--- config.mk ---
export PLATFORM = sky130hd
export DESIGN_NAME = uart_rx_flat
export DESIGN_NICKNAME = d
export VERILOG_FILES = /design/src/rtl/uart_rx_if.sv /design/src/rtl/uart_rx.sv /design/src/flat_wrapper.sv
export SDC_FILE = /design/constraint.sdc
export NUM_CORES = 1
export LEC_CHECK = 0
export CELL_PAD_IN_SITES_DETAIL_PLACEMENT = 0
export CELL_PAD_IN_SITES_GLOBAL_PLACEMENT = 1
export CORE_ASPECT_RATIO = 0.7
export CORE_MARGIN = 5
export CORE_UTILIZATION = 35
export DETAILED_ROUTE_END_ITERATION = 6
export GPL_TIMING_DRIVEN = 0
export HOLD_SLACK_MARGIN = 0.06
export PLACE_DENSITY = 0.71
export SLEW_MARGIN = 20
export SYNTH_ARGS = -nofsm -noshare
export SYNTH_HDL_FRONTEND = slang
export SYNTH_SLANG_ARGS = --single-unit
--- constraint.sdc ---
create_clock -name clk -period 4.5 [get_ports clk]
set_input_delay 0.675 -clock clk [delete_from_list [all_inputs] [get_ports clk]]
set_output_delay 0.675 -clock clk [all_outputs]
set_load 0.05 [all_outputs]
--- src/rtl/uart_rx_if.sv ---
// uart_rx_if: serial RX line plus the receiver's status/data outputs.
// slave  - the receiver end (uart_rx)
// master - the side driving the line and consuming received bytes
interface uart_rx_if;
   logic       uart_rxd;
   logic       uart_rx_busy;
   logic       uart_done;
   logic [7:0] uart_data;
   logic       frame_err;

   modport master (
      output uart_rxd,
      input  uart_rx_busy, uart_done, uart_data, frame_err
   );

   modport slave (
      input  uart_rxd,
      output uart_rx_busy, uart_done, uart_data, frame_err
   );
endinterface

--- src/rtl/uart_rx.sv ---
// uart_rx: 8N1 UART receiver. Three-flop synchroniser, falling-edge start
// detect, centre sampling of every bit, one-cycle uart_done / frame_err.
// Optional feature macro: UART_RX_MAJORITY_EN
//   defined   - 2-of-3 vote over clk_cnt = MID-1, MID, MID+1; decision at MID+1
//   undefined - single sample at clk_cnt = MID; decision at MID
// The FSM leaves STOP at the decision point (mid stop bit) so a slightly
// short stop bit from the transmitter still lets the next start edge land
// while we are already back in IDLE.
module uart_rx #(
   parameter int CLK_FREQ = 36000000,
   parameter int UART_BPS = 9600
) (
   input  logic        clk,
   input  logic        rst_n,
   uart_rx_if.slave    bus
);

   localparam int BPS_CNT = CLK_FREQ / UART_BPS;
   localparam int MID     = BPS_CNT / 2;

   localparam logic [15:0] CNT_MAX = 16'(BPS_CNT - 1);
   localparam logic [15:0] CNT_MID = 16'(MID);
`ifdef UART_RX_MAJORITY_EN
   localparam logic [15:0] CNT_PRE = 16'(MID - 1);
   localparam logic [15:0] CNT_DEC = 16'(MID + 1);
`else
   localparam logic [15:0] CNT_DEC = 16'(MID);
`endif

   typedef enum logic [1:0] {
      IDLE  = 2'd0,
      START = 2'd1,
      DATA  = 2'd2,
      STOP  = 2'd3
   } state_t;

   state_t      state, state_nx;
   logic        rxd_s1, rxd_s2, rxd_s3;
   logic [15:0] clk_cnt, cnt_nx;
   logic [2:0]  bit_cnt, bit_nx;
   logic [7:0]  shift, shift_nx;
   logic [7:0]  data_q, data_nx;
   logic        done_q, done_nx;
   logic        ferr_q, ferr_nx;
   logic        start_edge;
   logic        at_dec;
   logic        bit_smp;

   // Falling edge seen through the synchroniser. A line held low never
   // re-arms this, so a break condition yields a single frame_err.
   assign start_edge = rxd_s3 & ~rxd_s2;
   assign at_dec     = (clk_cnt == CNT_DEC);

`ifdef UART_RX_MAJORITY_EN
   logic [1:0] vote;

   // Capture the two early votes; the third is the live sample at MID+1.
   always_ff @(posedge clk) begin
      if (!rst_n) begin
         vote <= 2'b00;
      end else if (state != IDLE) begin
         if (clk_cnt == CNT_PRE) vote[0] <= rxd_s2;
         if (clk_cnt == CNT_MID) vote[1] <= rxd_s2;
      end
   end

   assign bit_smp = (vote[0] & vote[1]) | (vote[0] & rxd_s2) | (vote[1] & rxd_s2);
`else
   // Single centre sample; CNT_MID doubles as the decision point here.
   assign bit_smp = rxd_s2;
`endif

   // Synchroniser for the asynchronous line; resets to the idle (high) level.
   always_ff @(posedge clk) begin
      if (!rst_n) begin
         rxd_s1 <= 1'b1;
         rxd_s2 <= 1'b1;
         rxd_s3 <= 1'b1;
      end else begin
         rxd_s1 <= bus.uart_rxd;
         rxd_s2 <= rxd_s1;
         rxd_s3 <= rxd_s2;
      end
   end

   // State, counters, shift register and registered outputs.
   always_ff @(posedge clk) begin
      if (!rst_n) begin
         state   <= IDLE;
         clk_cnt <= '0;
         bit_cnt <= '0;
         shift   <= '0;
         data_q  <= '0;
         done_q  <= 1'b0;
         ferr_q  <= 1'b0;
      end else begin
         state   <= state_nx;
         clk_cnt <= cnt_nx;
         bit_cnt <= bit_nx;
         shift   <= shift_nx;
         data_q  <= data_nx;
         done_q  <= done_nx;
         ferr_q  <= ferr_nx;
      end
   end

   // Next-state and datapath updates; pulses default low every cycle.
   always_comb begin
      state_nx = state;
      cnt_nx   = clk_cnt;
      bit_nx   = bit_cnt;
      shift_nx = shift;
      data_nx  = data_q;
      done_nx  = 1'b0;
      ferr_nx  = 1'b0;

      if (state != IDLE)
         cnt_nx = (clk_cnt == CNT_MAX) ? '0 : clk_cnt + 16'd1;

      case (state)
         IDLE: begin
            if (start_edge) begin
               state_nx = START;
               cnt_nx   = '0;
            end
         end
         START: begin
            if (at_dec && bit_smp) begin
               // Line back high at the centre: glitch, not a start bit.
               state_nx = IDLE;
               cnt_nx   = '0;
            end else if (clk_cnt == CNT_MAX) begin
               state_nx = DATA;
               bit_nx   = '0;
            end
         end
         DATA: begin
            if (at_dec)
               shift_nx[bit_cnt] = bit_smp;
            if (clk_cnt == CNT_MAX) begin
               bit_nx = bit_cnt + 3'd1;
               if (bit_cnt == 3'd7)
                  state_nx = STOP;
            end
         end
         STOP: begin
            if (at_dec) begin
               state_nx = IDLE;
               cnt_nx   = '0;
               if (bit_smp) begin
                  data_nx = shift;
                  done_nx = 1'b1;
               end else begin
                  ferr_nx = 1'b1;
               end
            end
         end
         default: begin
            state_nx = IDLE;
            cnt_nx   = '0;
         end
      endcase
   end

   assign bus.uart_rx_busy = (state != IDLE);
   assign bus.uart_done    = done_q;
   assign bus.frame_err    = ferr_q;
   assign bus.uart_data    = data_q;

endmodule

--- src/flat_wrapper.sv ---
// flat-port wrapper written by rule: the top's interface ports become plain ports
module uart_rx_flat 
#(
   parameter int CLK_FREQ = 36000000,
   parameter int UART_BPS = 9600
)
  (clk, rst_n, bus_uart_rxd, bus_uart_rx_busy, bus_uart_done, bus_uart_data, bus_frame_err);
  uart_rx_if bus_i ();
  input  logic clk;
  input  logic rst_n;
  input wire logic [$bits(bus_i.uart_rxd)-1:0] bus_uart_rxd;
  output wire logic [$bits(bus_i.uart_rx_busy)-1:0] bus_uart_rx_busy;
  output wire logic [$bits(bus_i.uart_done)-1:0] bus_uart_done;
  output wire logic [$bits(bus_i.uart_data)-1:0] bus_uart_data;
  output wire logic [$bits(bus_i.frame_err)-1:0] bus_frame_err;
  assign bus_i.uart_rxd = bus_uart_rxd;
  assign bus_uart_rx_busy = bus_i.uart_rx_busy;
  assign bus_uart_done = bus_i.uart_done;
  assign bus_uart_data = bus_i.uart_data;
  assign bus_frame_err = bus_i.frame_err;
  uart_rx #(.CLK_FREQ(CLK_FREQ), .UART_BPS(UART_BPS)) u_core (.clk(clk), .rst_n(rst_n), .bus(bus_i));
endmodule
### Word level (Yosys, flattened, before mapping)

Cells that the tools add are included.

* reductions and logical operators: 10
* eq/ne operators: 13
* multiplexer cells: 22
* add/subtract/negate cells: 2
* magnitude comparators: 2
* shifts and indexed selects: 0
* $mul: 0
* bitwise operators: 2
* div/mod/pow operators: 0

Operators with widths (count)
* $mux 16: 5
* $pmux 16 s3: 1
* $add 16x1->16 const B: 1
* $eq 16x11->1 const B: 1
* $eq 16x12->1 const B: 1
* $mux 2: 6
* $ne 2x1->1 const B: 5
* $mux 3: 3
* $bwmux 8: 1
* $pmux 2 s4: 1
* $pmux 3 s2: 1
* $reduce_and 3->1: 2
* $reduce_and 5->1: 1
* $eq 2x2->1 const B: 2
* $lt 3x4->1 const B: 1
* $reduce_and 4->1: 1
* $reduce_bool 2->1: 2
* $add 3x1->3 const B: 1
* $demux 1 s3: 1
* $eq 3x3->1 const B: 1
* $ge 3x1->1 const B: 1
* $mux 1: 3
* $ne 3x1->1 const B: 1
* $eq 2x1->1 const B: 1
* 6 further kinds: 7

* input port bits: 3
* memories: 0
* latch bits: 0
* word-level logic and storage cells: 61
* output and inout bits: 11
* flip-flop bits (word level): 42
* bits in writable memories: 0
* memory bits (read-only): 0

### Depth between registers and ports, before layout

* word-level depth: 5
* mapped depth: 7
* mapped depth without buffers: 6

### Least setup slack after synthesis

Ideal clock, no wire load.

* path kind: register to register
* start: register u_core.clk_cnt[0]
* end: register u_core.clk_cnt[12]
* clock period less this slack: 2072 ps
* arrival: 1945 ps
* stages on the path, launching flop included: 7
* buffers on the path: 1
* required time: 4374 ps
* setup slack: 2428 ps
* setup time: 126 ps
* cell sequence: dfxtp_1 ha_1 or4b_2 nor4_4 and2_1 buf_2 nor3_1

* word-level cells in the longest chain between the ends: 5
* elaborated cells between the ends (all ways): 10
* those cells by class: 1 x add/sub; 2 x eq/ne; 6 x mux; 1 x reduce/logical

RTL lines
* from (decl): line uart_rx.sv:39 `logic [15:0] clk_cnt, cnt_nx;`
* from (signal assigned): line uart_rx.sv:98 `clk_cnt <= cnt_nx;`
* $add 16x1->16 or $eq 16x12->1 (tied branches): line uart_rx.sv:118 `cnt_nx = (clk_cnt == CNT_MAX) ? '0 : clk_cnt + 16'd1;`
* $mux 16: line uart_rx.sv:118
* $mux 16: line uart_rx.sv:117 `if (state != IDLE)`
* $mux 16, on equally long branches: line uart_rx.sv:147, uart_rx.sv:122, uart_rx.sv:128
* $pmux 16 s3 (*): line uart_rx.sv:120 `case (state)`

Mark *: on every way between the ends. The rest lies on a longest branch, timed or not.
A chain may end at the register's enable or synchronous reset.

### Final worst setup path

* start: register u_core.clk_cnt[0]
* end: register u_core.clk_cnt[4]

Same word-level chain as after synthesis.

==> summary.txt <==
Detailed routing
  • Iter 0 DRT Violations: roughly 150
  • First-pass DRT Iterations: 4
  • Via density: 5.35
  • Vias post-DR: ~1700
  • Routed len/inst: around 15 um
  • DRT Wirelength: 4.92 mm
  • Drc violations: 0
  • Final ANT Viol Nets: 0

Floorplanning
  • Core area: between 0.005 and 0.006 mm2
  • Full die area: 0.00741 mm2
  • Die width: around 100 um
  • Initial Util: a little over a third
  • Chip Height: between 70 and 80 um
  • # IOs: 14
  • Floorplan row count: 23

Timing
  • TNS Setup: 0 ns
  • RSZ-0062 raised after global routing: no
  • Hold Violations, Final: 0
  • Final setup fails: 0
  • Max-slew headroom: between 30% and 40%
  • Worst Tran Pin Value: 0.959 ns
  • Achievable frequency: approximately 0.40 GHz
  • Final period util: between 50% and 60%
  • Max-slew violation count: 0
  • Minimum clock period: roughly 2.5 ns
  • WHS: just over 0.4 ns
  • Fin Clk Skew: a little under 0.01 ns

Setup path
  • R2R Path Start: u_core.clk_cnt[0]
  • Worst-case reg-to-reg path depth: 6
  • CP cell instances: ha_1 -> or4b_2 -> nor4_4 -> and2_1 -> buf_2 -> nor3_1
  • Maximum fanout along the worst path: 10
  • RR Endpoint: u_core.clk_cnt[4]
  • Largest stage delay on the critical path: ~0.64 ns
  • Slowest-stage cell, CP: or4b_2
  • Crit Path Class: register to register
  • Top delay family on crit path: simple AND/OR/NAND/NOR gates
  • Startpoint Class: register
  • Crit end category: register
  • Critical Path AT: approximately 2.7 ns
  • R2r setup slk: a little under 2 ns
  • Req. time, crit path: 4.68 ns
  • Bufs and invs on worst path: 1

Hold path
  • Worst hold path depth: 1
  • Hold EP: u_core.bit_smp
  • Min-delay src: u_core.rxd_s1
  • Hold/Removal Path Class: register to register

Synth
  • Synth Area in Adders: under 10%
  • Post-synthesis mux area share: 2.98%
  • Post-Synthesis Cell Area: a little over 0.002 mm2
  • Synth Register Bits: between 40 and 50
  • Xor and xnor area share after synthesis: under 10%
  • Mapped Cells: approximately 220
  • Synth Area in Compound Gates: around 15%
  • Ys async rst share: 0%
  • Syn Area/Cell: between 9 and 10 um2
  • Sequential element share of the synthesized area: 41.7%
  • Post-synth cell types: 46
  • EDFF count, synth: 0
  • Ys flop type: dfxtp_1
  • Main combinational cell family by area after synthesis: simple AND/OR/NAND/NOR gates
  • Post-synthesis simple-gate area fraction: between 20 and 30%
  • Synth Warn #: 0
  • Syn_nets: roughly 230

CTS
  • Max Root-Sink Buffers: 2
  • TritonCTS buffer count: 5
  • Post-CTS Setup Repair Bufs: 0
  • Worst-Skew Late Latency: around 0.30 ns
  • Hold buffer count at cts: 0
  • H-tree depth: 2
  • CTS tree: yes
  • Root buffer cell: clkbuf_8
  • Worst-path clk slew: approximately 0.08 ns
  • Clock sink count: 42
  • Post_cts resized: 0

Global route
  • Vias in the first global route: 1540
  • Total GRT Usage: about 14%
  • Global-route wire length before repair: roughly 8 mm
  • Initial antenna violation count: 0
  • Global route hottest layer: met1
  • GR Layer Usage met1: 22.2%
  • Met3 usage: 3.80%
  • Grt total ovfl: 0
  • Pin count of the biggest net entering global routing: 14
  • Met2 Resource Use GR: 19.1%

Layout
  • Area Overhead vs Synth: 18.2%
  • Layout cells sized above 1: around 8.6%
  • Fillers: ~560
  • Most frequent cells in the layout: dfxtp_1, nor3_1, nand2_1
  • Final net count: roughly 250
  • Antenna diodes: 0
  • Most common cell after layout, fill and taps aside: dfxtp_1

Run status
  • Status: complete, no violations

Pwr
  • Leak: between 0.7 and 0.8 nW
  • Maximum VDD drop: ~110 uV
  • P per Cell Area: 327 mW/mm2

Placement
  • Placer congestion estimate: slightly below 0.8
  • Final HPWL DP: between 3 and 4 mm
  • Port buffer count: 13

Flow run
  • Max Cap Viol: 0
routing by layer:
layer	up-vias	share of wire [%]
li1	869	-
met1	795	55
met2	32	39
met3	5	4.8
met4	0	1.2
met5	-	0
how the worst max path moves through the flow:
stage | cells past startpoint | end | slack, ns | start
2_1_floorplan | 6 | u_core.clk_cnt[12] | 2.43 | u_core.clk_cnt[0]
3_3_place_gp | 6 | u_core.clk_cnt[13] | 2.00 | u_core.clk_cnt[0]
3_5_place_dp | 4 | u_core.bit_cnt[0] | 1.98 | rst_n
4_1_cts | 6 | u_core.clk_cnt[4] | 1.99 | u_core.clk_cnt[0]
5_1_grt | 6 | u_core.clk_cnt[3] | 1.86 | u_core.clk_cnt[0]
6_report | 6 | u_core.clk_cnt[4] | 1.98 | u_core.clk_cnt[0]
power breakdown:
part | internal (mW) | switching (mW) | total, mW
combinational | 0.00939 | 0.0193 | 0.0287
sequential | 0.373 | 0.00235 | 0.376
clock | 0.237 | 0.138 | 0.375
total | 0.620 | 0.160 | 0.779
synth_stat cells, types with 2 or more instances:
cell type | number | area (um2)
nand4bb_1 | 3 | 33.8
xor2_1 | 2 | 17.5
o211ai_1 | 4 | 30.0
a21oi_1 | 14 | 70.1
nor4_1 | 7 | 43.8
buf_1 | 3 | 11.3
nor2b_1 | 4 | 25.0
or2_2 | 2 | 12.5
o41ai_1 | 4 | 35.0
or4_1 | 2 | 15.0
or3_1 | 3 | 18.8
nand2b_1 | 4 | 25.0
o21ai_0 | 11 | 55.1
clkbuf_1 | 5 | 18.8
ha_1 | 4 | 50.1
o311ai_1 | 4 | 35.0
mux2i_1 | 6 | 60.1
nor4b_2 | 2 | 30.0
buf_6 | 2 | 22.5
xnor2_1 | 10 | 87.6
nand4_1 | 6 | 37.5
inv_1 | 6 | 22.5
nand2_1 | 15 | 56.3
nor3_1 | 19 | 95.1
dfxtp_1 | 42 | 841
nand3_1 | 13 | 65.1
nor2_1 | 6 | 22.5
sequential cells by signal (all words and copies together) (netlist names), named ones only:
register	cells
u_core.clk_cnt	16
u_core.bus.uart_data	8
u_core.shift	8
u_core.bit_cnt	3
u_core.bit_smp	1
u_core.bus.frame_err	1
u_core.bus.uart_done	1
u_core.rxd_s1	1
u_core.rxd_s3	1
u_core.state	1
final cells by class:
cell class                      count  area [um2]  share of cell area [%]
Inverter                            7        26.3                    1.10
Multi-Input combinational cell    161        1090                    45.5
Timing Repair Buffer               13         130                    5.46
Tap cell                           75        93.8                    3.93
Clock inverter                      2        60.1                    2.52
Clock buffer                        6        82.6                    3.46
Buffer                             12        65.1                    2.73
Sequential cell                    42         841                    35.3
kinds of logic (layout without fill, tap and decap cells):
group,after synthesis,count (layout)
AO/OA/AOI/OAI,44,44
XOR/XNOR,12,12
adder cells (fa/ha/maj),4,4
buffers and inverters,19,40
flip-flops,42,42
multiplexers,6,6
AND/OR/NAND/NOR,95,95
stage by stage:
step	instance area (um2)	utilization, %	worst slack (ns)	cells	power [mW]
final	2380	42.1	1.98	318	0.779
after global routing	2380	42.1	1.86	318	0.809
after CTS	2380	42.1	1.99	318	0.785
after detailed placement	2240	39.5	1.98	310	0.413
after global placement	2240	39.5	2.00	310	0.413
after floorplan	2020	-	2.43	222	0.403
No activity file was read; power rests on OpenSTA's default activity.
